$ cat config.mk
export PLATFORM = sky130hd
export DESIGN_NAME = pipe_stage_flat
export DESIGN_NICKNAME = d
export VERILOG_FILES = /design/src/rtl/pipe_stage_if.sv /design/src/rtl/pipe_stage.sv /design/src/flat_wrapper.sv
export SDC_FILE = /design/constraint.sdc
export NUM_CORES = 1
export LEC_CHECK = 0
export CAP_MARGIN = 30
export CORE_MARGIN = 3
export CORE_UTILIZATION = 45
export CTS_CLUSTER_SIZE = 16
export DETAILED_ROUTE_END_ITERATION = 10
export PLACE_DENSITY = 0.85
export REMOVE_ABC_BUFFERS = 1
export SKIP_CTS_REPAIR_TIMING = 1
export SLEW_MARGIN = 40
export SYNTH_ARGS = -nofsm -noshare
export SYNTH_HDL_FRONTEND = slang
export SYNTH_SLANG_ARGS = --single-unit
$ cat constraint.sdc
create_clock -name clk -period 3.04 [get_ports clk]
set_input_delay 0.304 -clock clk [delete_from_list [all_inputs] [get_ports clk]]
set_output_delay 0.304 -clock clk [all_outputs]
set_load 0.005 [all_outputs]
$ cat src/rtl/pipe_stage_if.sv
// pipe_stage_if -- valid/ready handshake bundle for one pipe_stage.
//
// Carries both the upstream (in_*) and downstream (out_*) handshakes of
// the stage so the stage and its environment connect through one port.
//   in_valid  : upstream beat present
//   in_ready  : stage accepts a beat this cycle
//   in_data   : upstream payload (WIDTH bits)
//   out_valid : downstream beat present
//   out_ready : downstream accepts this cycle
//   out_data  : downstream payload (WIDTH bits)
// Modports:
//   slave  : the pipe stage itself
//   master : the environment driving the upstream side and sinking the
//            downstream side
interface pipe_stage_if #(
  parameter int WIDTH = 32
);
  logic             in_valid;
  logic             in_ready;
  logic [WIDTH-1:0] in_data;
  logic             out_valid;
  logic             out_ready;
  logic [WIDTH-1:0] out_data;

  modport slave (
    input  in_valid, in_data, out_ready,
    output in_ready, out_valid, out_data
  );

  modport master (
    output in_valid, in_data, out_ready,
    input  in_ready, out_valid, out_data
  );
endinterface

$ cat src/rtl/pipe_stage.sv
// pipe_stage -- one-cycle-latency valid/ready register slice.
//
// Buffering mode is selected by the macro PIPE_STAGE_SKID_EN:
//   undefined : single register, in_ready combinational from out_ready
//   defined   : main + skid register with EMPTY/BUSY/FULL state machine,
//               in_ready is a register output (no path from out_ready)
//
// Ports:
//   clk       : sole clock, rising edge
//   rst_n     : asynchronous active-low reset
//   flush     : synchronous discard of all held beats (and of any beat
//               offered on the input the same cycle)
//   bus       : pipe_stage_if.slave, upstream and downstream handshakes
//   occupancy : number of held beats (0..2)
//   stall_cnt : saturating count of cycles with out_valid=1, out_ready=0
//
// Parameters:
//   WIDTH  : payload width (1..128)
//   BUBBLE : value shown on out_data whenever out_valid=0
module pipe_stage #(
  parameter int               WIDTH  = 32,
  parameter logic [WIDTH-1:0] BUBBLE = '0
) (
  input  logic         clk,
  input  logic         rst_n,
  input  logic         flush,
  pipe_stage_if.slave  bus,
  output logic [1:0]   occupancy,
  output logic [15:0]  stall_cnt
);

  function automatic logic [15:0] sat_inc16(input logic [15:0] v);
    return (v == 16'hFFFF) ? v : v + 16'd1;
  endfunction

  logic [WIDTH-1:0] main_p0;
  logic             vld_p0;
  logic             in_xfer;
  logic             out_xfer;

  // flush wins over any transfer in the same cycle
  assign in_xfer  = bus.in_valid & bus.in_ready & ~flush;
  assign out_xfer = vld_p0 & bus.out_ready;

`ifdef PIPE_STAGE_SKID_EN

  typedef enum logic [1:0] {
    EMPTY = 2'd0,
    BUSY  = 2'd1,
    FULL  = 2'd2
  } state_t;

  state_t           state;
  state_t           state_nxt;
  logic             rdy_q;
  logic [WIDTH-1:0] skid_p1;

  always_ff @(posedge clk or negedge rst_n) begin
    if (!rst_n) begin
      state <= EMPTY;
      rdy_q <= 1'b1;
    end else begin
      state <= state_nxt;
      rdy_q <= (state_nxt != FULL);
    end
  end

  always_comb begin
    state_nxt = state;
    if (flush) begin
      state_nxt = EMPTY;
    end else begin
      case (state)
        EMPTY: if (in_xfer) state_nxt = BUSY;
        BUSY: begin
          if (in_xfer && !out_xfer)      state_nxt = FULL;
          else if (!in_xfer && out_xfer) state_nxt = EMPTY;
        end
        FULL:    if (out_xfer) state_nxt = BUSY;
        default: state_nxt = EMPTY;
      endcase
    end
  end

  // Stage 0/1 data: main holds the head beat, skid catches the beat that
  // arrives while the head is stalled; skid drains into main on output.
  always_ff @(posedge clk) begin
    case (state)
      EMPTY: if (in_xfer) main_p0 <= bus.in_data;
      BUSY: begin
        if (in_xfer && out_xfer) main_p0 <= bus.in_data;
        else if (in_xfer)        skid_p1 <= bus.in_data;
      end
      FULL:    if (out_xfer) main_p0 <= skid_p1;
      default: ;
    endcase
  end

  assign vld_p0       = (state != EMPTY);
  assign occupancy    = state;
  // Held low while reset is asserted; otherwise a pure register output.
  assign bus.in_ready = rst_n & rdy_q;

`else

  logic vld_q;

  always_ff @(posedge clk or negedge rst_n) begin
    if (!rst_n)        vld_q <= 1'b0;
    else if (flush)    vld_q <= 1'b0;
    else if (in_xfer)  vld_q <= 1'b1;
    else if (out_xfer) vld_q <= 1'b0;
  end

  // Stage 0 data: loaded only on an input transfer
  always_ff @(posedge clk) begin
    if (in_xfer) main_p0 <= bus.in_data;
  end

  assign vld_p0       = vld_q;
  assign occupancy    = {1'b0, vld_q};
  assign bus.in_ready = rst_n & (~vld_q | bus.out_ready);

`endif

  always_ff @(posedge clk or negedge rst_n) begin
    if (!rst_n)
      stall_cnt <= 16'd0;
    else if (vld_p0 && !bus.out_ready && !flush)
      stall_cnt <= sat_inc16(stall_cnt);
  end

  assign bus.out_valid = vld_p0;
  assign bus.out_data  = vld_p0 ? main_p0 : BUBBLE;

endmodule

$ cat src/flat_wrapper.sv
// flat-port wrapper written by rule: the top's interface ports become plain ports
module pipe_stage_flat 
#(
  parameter int               WIDTH  = 32,
  parameter logic [WIDTH-1:0] BUBBLE = '0
)
  (clk, rst_n, flush, occupancy, stall_cnt, bus_in_valid, bus_in_data, bus_out_ready, bus_in_ready, bus_out_valid, bus_out_data);
  pipe_stage_if #(.WIDTH(WIDTH)) bus_i ();
  input  logic clk;
  input  logic rst_n;
  input  logic flush;
  output logic [1:0] occupancy;
  output logic [15:0] stall_cnt;
  input wire logic [$bits(bus_i.in_valid)-1:0] bus_in_valid;
  input wire logic [$bits(bus_i.in_data)-1:0] bus_in_data;
  input wire logic [$bits(bus_i.out_ready)-1:0] bus_out_ready;
  output wire logic [$bits(bus_i.in_ready)-1:0] bus_in_ready;
  output wire logic [$bits(bus_i.out_valid)-1:0] bus_out_valid;
  output wire logic [$bits(bus_i.out_data)-1:0] bus_out_data;
  assign bus_i.in_valid = bus_in_valid;
  assign bus_i.in_data = bus_in_data;
  assign bus_i.out_ready = bus_out_ready;
  assign bus_in_ready = bus_i.in_ready;
  assign bus_out_valid = bus_i.out_valid;
  assign bus_out_data = bus_i.out_data;
  pipe_stage #(.WIDTH(WIDTH), .BUBBLE(BUBBLE)) u_core (.clk(clk), .rst_n(rst_n), .flush(flush), .bus(bus_i), .occupancy(occupancy), .stall_cnt(stall_cnt));
endmodule
### Word level (Yosys, flattened, before mapping)

Cells that the tools add are included.

* $add $sub $neg: 1
* equal/unequal tests: 1
* multiplexer cells: 4
* bitwise gates (word level): 8
* reductions and logical operators: 6

Operator list (number)
* $mux W32: 1
* $add A16 B1 Y16 const B: 1
* $eq A16 B16 Y1 const B: 1
* $and A1 B1 Y1: 4
* $mux W1: 3
* $not A1 Y1: 3
* $reduce_bool A3 Y1: 1
* $logic_and A1 B1 Y1: 2
* $logic_not A1 Y1: 2
* $reduce_and A2 Y1: 1
* $or A1 B1 Y1: 1

* register bits: 49
* output and inout port bits: 52
* logic and storage cells: 23

### Longest topological paths before layout

Gate-level depths: netlist of run 1.

* depth in word-level cells: 7
* depth in mapped cells: 5

### Least setup slack after synthesis of run 1

No wires, ideal clock.

* path kind: flip-flop to flip-flop
* start: register u_core.vld_q, in the netlist u_core.bus.out_valid
* end: register u_core.main_p0[0] (enable)
* setup time: 0.393 ns
* data arrival time: 1.538 ns
* required time: 2.647 ns
* slack: 1.110 ns
* stages on the path, launching flop included: 4
* path buffers: 0
* path through: dfrtp_1 > nand2b_1 > and2_1 > and3b_1

* cells in the longest elaborated chain, start to end: 5

Ends and longest elaborated chain
* start, declared: RTL line pipe_stage.sv:106 `logic vld_q;`
* start signal, assigned: RTL line pipe_stage.sv:109 `if (!rst_n) vld_q <= 1'b0;`
* start signal, assigned: RTL line pipe_stage.sv:110 `else if (flush) vld_q <= 1'b0;`
* start signal, assigned: RTL line pipe_stage.sv:111 `else if (in_xfer) vld_q <= 1'b1;`
* $not A1 Y1: RTL line pipe_stage.sv:122 `assign bus.in_ready = rst_n & (~vld_q | bus.out_ready);`
* $or A1 B1 Y1: RTL line pipe_stage.sv:122
* $and A1 B1 Y1: RTL line pipe_stage.sv:122
* via bus_in_ready: RTL line flat_wrapper.sv:17 `output wire logic [$bits(bus_i.in_ready)-1:0] bus_in_ready;`
* $and A1 B1 Y1 (2 in a row): RTL line pipe_stage.sv:42 `assign in_xfer = bus.in_valid & bus.in_ready & ~flush;`
* via u_core.in_xfer: RTL line pipe_stage.sv:38 `logic in_xfer;`
* end signal, assigned: RTL line pipe_stage.sv:117 `if (in_xfer) main_p0 <= bus.in_data;`
* end, declared: RTL line pipe_stage.sv:36 `logic [WIDTH-1:0] main_p0;`

The timed path passes the listed nets, and every way through them passes these cells.
A chain may end at the register's enable or synchronous reset.

### Final worst setup path of run 1

* start: register u_core.vld_q, in the netlist u_core.bus.out_valid
* end: output bus_in_ready

* cells in the longest elaborated chain, start to end: 3

Ends and longest elaborated chain (RTL line)
* $not A1 Y1: pipe_stage.sv:122
* $or A1 B1 Y1: pipe_stage.sv:122
* $and A1 B1 Y1: pipe_stage.sv:122
* end, declared: flat_wrapper.sv:17

No other way between the ends.

==> flow_metrics.tcl, run 1 <==
set metrics [dict create \
    status "finished clean" \
    dr.pass1.iters 4 \
    io_pins 89 \
    cp_data_required_time_ps 2740 \
    cp_num_buf_inv 2 \
    syn_inst 148 \
    power_per_cell_area_mw_per_mm2 437 \
    tritoncts_num_sinks 49 \
    via_count 1490 \
    area_growth_pct 49.1 \
    async_flop_share_pct 34.7 \
    drv_slew 0 \
    min_period_ps 1950 \
    wl_per_cell_um 15.6 \
    clk_transition_reported_paths_ps 90 \
    setup_viol 0 \
    synthTopCellsByArea "edfxtp_1, dfrtp_1, and2_1, xor2_1, nand4_1" \
    maxCapViolations 0 \
    first_iter_violations 95 \
    ctsRootBufferMaster "clkbuf_8" \
    clockBufferDepth 2 \
    ys_warn_count 0 \
    wirelength_um 4530 \
    worst_pin_slew_ps 658 \
    grt_max_degree 36 \
    worstPathCellList "buf_4, nand2b_1, and2_1, clkdlybuf4s50_1" \
    ir_drop_mv 0.421 \
    die_height_um 73.3 \
    yosysUniqueCellTypes 32 \
    total_power_w 0.00133 \
    dpl.hpwl_um 3300 \
    path_class "flip-flop to primary output" \
    grt_pass1_vias 1438 \
    cp-start-kind "flip-flop" \
    critPathMaxFanout 35 \
    arrival_ps 1640 \
    fin_setup_tns_ps 0 \
    slowest_delay_ps 500 \
    num-nets-final 277 \
    post-route-period-util_pct 64.0 \
    io_buffers 87 \
    syn-cell-area_mm2 0.00204 \
    start_util_pct 48.8 \
    hold_viol_final 0 \
    synth_edf_count 32 \
    detail-route-antenna-nets 0 \
    yosys.area.top_type_share_pct 47.2 \
    synth_top_cell_by_area "edfxtp_1" \
    htreeDepth 2 \
    cpLargestDelayFamily "buffers and inverters" \
    synthFlopType "edfxtp_1" \
    grt_antenna_before_repair 0 \
    holdWs_ps 399 \
    finClkSkew_ps 9.18 \
    avgSynthCellArea_um2 13.8 \
    ys_ff_latch 49 \
    viasPerCell 5.14 \
    dieArea_mm2 0.00537 \
    core_region_area_mm2 0.00417 \
    rsz0062_at_grt "false" \
    overflow 0 \
    hold_class "input port to async pin" \
    cts_tree "built" \
    grt_usage_pct 17.8 \
    layout-drive-gt1-share_pct 5.42 \
    fmax_mhz 514 \
    cts_buffers 5 \
    critPathSlowestCell "clkdlybuf4s50_1" \
    grt_pass1_wl_um 7220 \
    drc_errors 0 \
    yosysSeqAreaShare_pct 68.1 \
    die_w_um 73.3 \
    worst_skew_pair.late_latency_ps 300 \
    nFillCells 289 \
    maxSlewHeadroom_pct 55.8 \
    p_leak_nw 1.16 \
    rows 23 \
    gp_congestion 0.827 \
    antenna_cells 0 \
    endpoint_kind "primary output" \
]
-- flip-flops by register name, indices dropped and copies added, names as in the netlist --
name,count
u_core.bus.out_valid,1
u_core.main_p0,32
u_core.stall_cnt,16
-- cells in the mapped netlist, types with 2 or more instances --
master,number
buf_4,2
and2_1,33
nand4_1,5
and3_1,2
clkbuf_1,3
nor3_1,5
dfrtp_1,17
nor2_1,7
nor4b_2,2
a21oi_1,2
nand2b_1,3
a31oi_1,3
nand2_1,4
xor2_1,8
nor3b_1,2
nand3_1,2
edfxtp_1,32
o21ai_0,2
-- routing by layer --
layer | wire (um) | vias to the layer above | global-route usage (%)
met1 | 1960 | 709 | 25.4
li1 | - | 701 | -
met5 | 0 | - | 0
met2 | 2100 | 75 | 26.9
met3 | 413 | 5 | 4.79
met4 | 52 | 0 | 4.92
-- path summary, 6_finish.rpt --
path | start | endpoint | slack (ps) | cells past startpoint
max in group asynchronous | rst_n | u_core.stall_cnt[0] | 2450 | 2
worst max register to register | u_core.stall_cnt[0] | u_core.stall_cnt[9] | 1190 | 5
worst min register to register | u_core.stall_cnt[15] | u_core.stall_cnt[15] | 520 | 1
worst min-delay path | rst_n | u_core.stall_cnt[9] | 400 | 2
min in group clk | u_core.stall_cnt[15] | u_core.stall_cnt[15] | 520 | 1
worst max-delay path | u_core.bus.out_valid | bus_in_ready | 1090 | 4
-- cells by family (layout without fill, tap and decap cells) --
kind of cell	count (synthesis)	after routing	synth area share (%)
AOI/OAI and AO/OA	8	8	2.27
xor gates and xnor gates	9	9	3.87
adders and majority gates	1	1	0.614
buffers and inverters	6	98	1.84
DFF	49	49	68.1
muxes	2	2	1.11
other	1	1	0.184
and+or+nand+nor	72	72	22.1
-- report_power, final --
group	internal [W]	switching [W]
logic	0.000126	0.0000588
registers	0.000746	0.0000299
clock network	0.000162	0.000204
total	0.00103	0.000292
-- layout by cell type, fill, tap and decap left out, types with 3 or more instances in the layout --
cell,synthesis,layout
a31oi_1,3,3
and2_1,33,33
buf_4,2,3
clkbuf_8,0,5
clkdlybuf4s50_1,0,87
dfrtp_1,17,17
edfxtp_1,32,32
nand2_1,4,4
nand2b_1,3,3
nand4_1,5,5
nor2_1,7,7
nor3_1,5,5
xor2_1,8,8
-- final cells by class --
| class | count | area [um^2] | share of cell area [%] |
|---|---|---|---|
| multi-input cells | 93 | 613 | 20.2 |
| well taps | 50 | 62.6 | 2.06 |
| clock inverters | 1 | 5.00 | 0.165 |
| clock buffers | 7 | 76.3 | 2.51 |
| repair buffers | 90 | 893 | 29.4 |
| flip-flops and latches | 49 | 1390 | 45.7 |
-- through the flow --
stage / area [um^2] / util (%) / worst slack, ps / instances
2_1_floorplan: 2000 / - / 892 / 142
4_1_cts: 3040 / 72.8 / 1060 / 290
5_1_grt: 3040 / 72.8 / 973 / 290
3_3_place_gp: 2960 / 70.8 / 817 / 282
6_report: 3040 / 72.8 / 1090 / 290
3_5_place_dp: 2960 / 70.8 / 800 / 282
Power figures use the tool's default switching activity.
==> run 2: changes to the inputs <==
- CORE_UTILIZATION: 45 -> 38
- PLACE_DENSITY: 0.85 -> 0.76
- clock period: 3.04 -> 1.7 ns (I/O delays scaled with it)
==> run 2 against run 1 <==
Compared with the run above:
- the flow now finishes with violations (setup timing)
- sequential share of layout area fell by 6.1 points
- clock-buffer cell count fell by 1
- global-route usage fell by 2.2 points
- worst hold slack got worse by 100 ps
- clock power rose by 81%
- critical path depth did not move
- wire length rose by 24%
- die area rose by 17%
- sequential power rose by 75%
- non-clock buffer count rose by 26
- critical endpoint is now u_core.stall_cnt[12]
- largest cell class unchanged
- largest power group unchanged
==> flow_metrics.tcl, run 2 (synthesis gave the netlist of run 1 again) <==
set metrics [dict create \
    status "finished with violations" \
    finClkSkew_ps 7.22 \
    cts_tree "built" \
    dpl.hpwl_um 3650 \
    p_int_w 0.00193 \
    grt_antenna_before_repair 0 \
    arrival_ps 1900 \
    start_util_pct 39.6 \
    r2r_end "u_core.stall_cnt[12]" \
    path_class "flip-flop to flip-flop" \
    clockBufferDepth 2 \
    combPwrFrac_pct 18.7 \
    largest_reg_flops 32 \
    fin_setup_tns_ps -14.3 \
    cp-endpoint "u_core.stall_cnt[12]" \
    worst_skew_pair.late_latency_ps 290 \
    num-nets-final 303 \
    finish.utilization_pct 68.3 \
    grt_pass1_wl_um 7600 \
    wl_per_cell_um 16.7 \
    tritoncts_num_sinks 49 \
    setup_ws_ps -13.2 \
    hold_viol_final 0 \
    r2r_start "u_core.bus.out_valid" \
    p_sw_share_pct 22.6 \
    rows 26 \
    p_switching_w 0.000563 \
    layout_commonest_cell "clkdlybuf4s50_1" \
    most-common-layout-cells "clkdlybuf4s50_1, dlymetal6s2s_1, and2_1, edfxtp_1, buf_4" \
    drc_errors 0 \
    min_period_ps 1710 \
    ir_drop_mv 0.466 \
    setup_viol 2 \
    viasPerCell 4.71 \
    htreeDepth 2 \
    fin_cells 336 \
    p_clk_share_pct 26.6 \
    wirelength_um 5610 \
    grt_usage_pct 15.6 \
    grt_max_degree 36 \
    via_count 1584 \
    r2r_slack_ps -10 \
    clk_transition_reported_paths_ps 90 \
    pre_cts_ws_ps -289 \
    detail-route-antenna-nets 0 \
    antenna_cells 0 \
    io_pins 89 \
    endpoint_kind "flip-flop" \
    power_per_cell_area_mw_per_mm2 710 \
    drv_slew 0 \
    placed_cells 321 \
    rsz0062_at_grt "true" \
    fmax_mhz 584 \
    dr.pass1.iters 4 \
    cp_data_required_time_ps 1880 \
    gp_congestion 0.807 \
    overflow 0 \
    cp-start-kind "flip-flop" \
    core_region_area_mm2 0.00514 \
    die_height_um 79.2 \
    dieArea_mm2 0.00628 \
    ctsRootBufferMaster "clkbuf_8" \
    die_w_um 79.2 \
    r2r.worst_path.cells 4 \
    area_growth_pct 72.4 \
    hold_class "input port to async pin" \
    p_leak_nw 1.89 \
    violations "setup timing" \
    critPathMaxFanout 3 \
    seqPwrFrac_pct 54.7 \
    first_iter_violations 82 \
    maxCapViolations 0 \
    io_buffers 87 \
    top_register "u_core.main_p0" \
    layout-drive-gt1-share_pct 20.3 \
    post-route-period-util_pct 101 \
    cts_buffers 5 \
    grt_pass1_vias 1531 \
    crit_start "u_core.bus.out_valid" \
]
run 2: power by group through the flow:
stage          clock (W)  sequential (W)  combinational, W
2_1_floorplan          0         0.00142         0.0000835
3_3_place_gp           0         0.00138          0.000430
3_5_place_dp           0         0.00139          0.000441
4_1_cts         0.000696         0.00136          0.000443
5_1_grt         0.000743         0.00137          0.000504
6_report        0.000663         0.00136          0.000467
run 2: layout make-up:
type | instances | area (um^2)
Fill cell | 371 | 1630
Clock buffer | 6 | 72.6
Tap cell | 70 | 87.6
Sequential cell | 49 | 1390
Timing Repair Buffer | 116 | 1250
Multi-Input combinational cell | 93 | 694
Clock inverter | 2 | 15.0
run 2: how the worst min path moves through the flow:
| stage | end | slack [ps] | startpoint | depth (start not counted) |
|---|---|---|---|---|
| 2_1_floorplan | u_core.bus.out_valid | -130 | rst_n | 0 |
| 3_3_place_gp | u_core.stall_cnt[15] | 500 | u_core.stall_cnt[15] | 1 |
| 3_5_place_dp | u_core.stall_cnt[15] | 510 | u_core.stall_cnt[15] | 1 |
| 4_1_cts | u_core.stall_cnt[13] | 300 | rst_n | 2 |
| 5_1_grt | u_core.stall_cnt[4] | 310 | rst_n | 2 |
| 6_report | u_core.stall_cnt[13] | 300 | rst_n | 2 |
run 2: routing by layer:
metal	GRT usage, %	vias up	part of all wire (%)
met3	3.63	2	5.5
li1	-	752	-
met4	3.09	0	0.18
met5	0	-	0
met1	21.6	761	47
met2	25.3	69	47
run 2: metrics by stage:
step	hold slack (ps)	cell area [um^2]	power, W
2_1_floorplan	-126	2000	0.00150
3_3_place_gp	501	3150	0.00181
3_5_place_dp	512	3150	0.00183
4_1_cts	300	3240	0.00250
5_1_grt	311	3510	0.00262
6_report	297	3510	0.00249
run 2: worst max-delay path, stage by stage, from the launching register on:
cell	delay, ps
dfrtp_2	380
or3b_4	400
or3_4	360
nor2_2	150
mux2_4	310
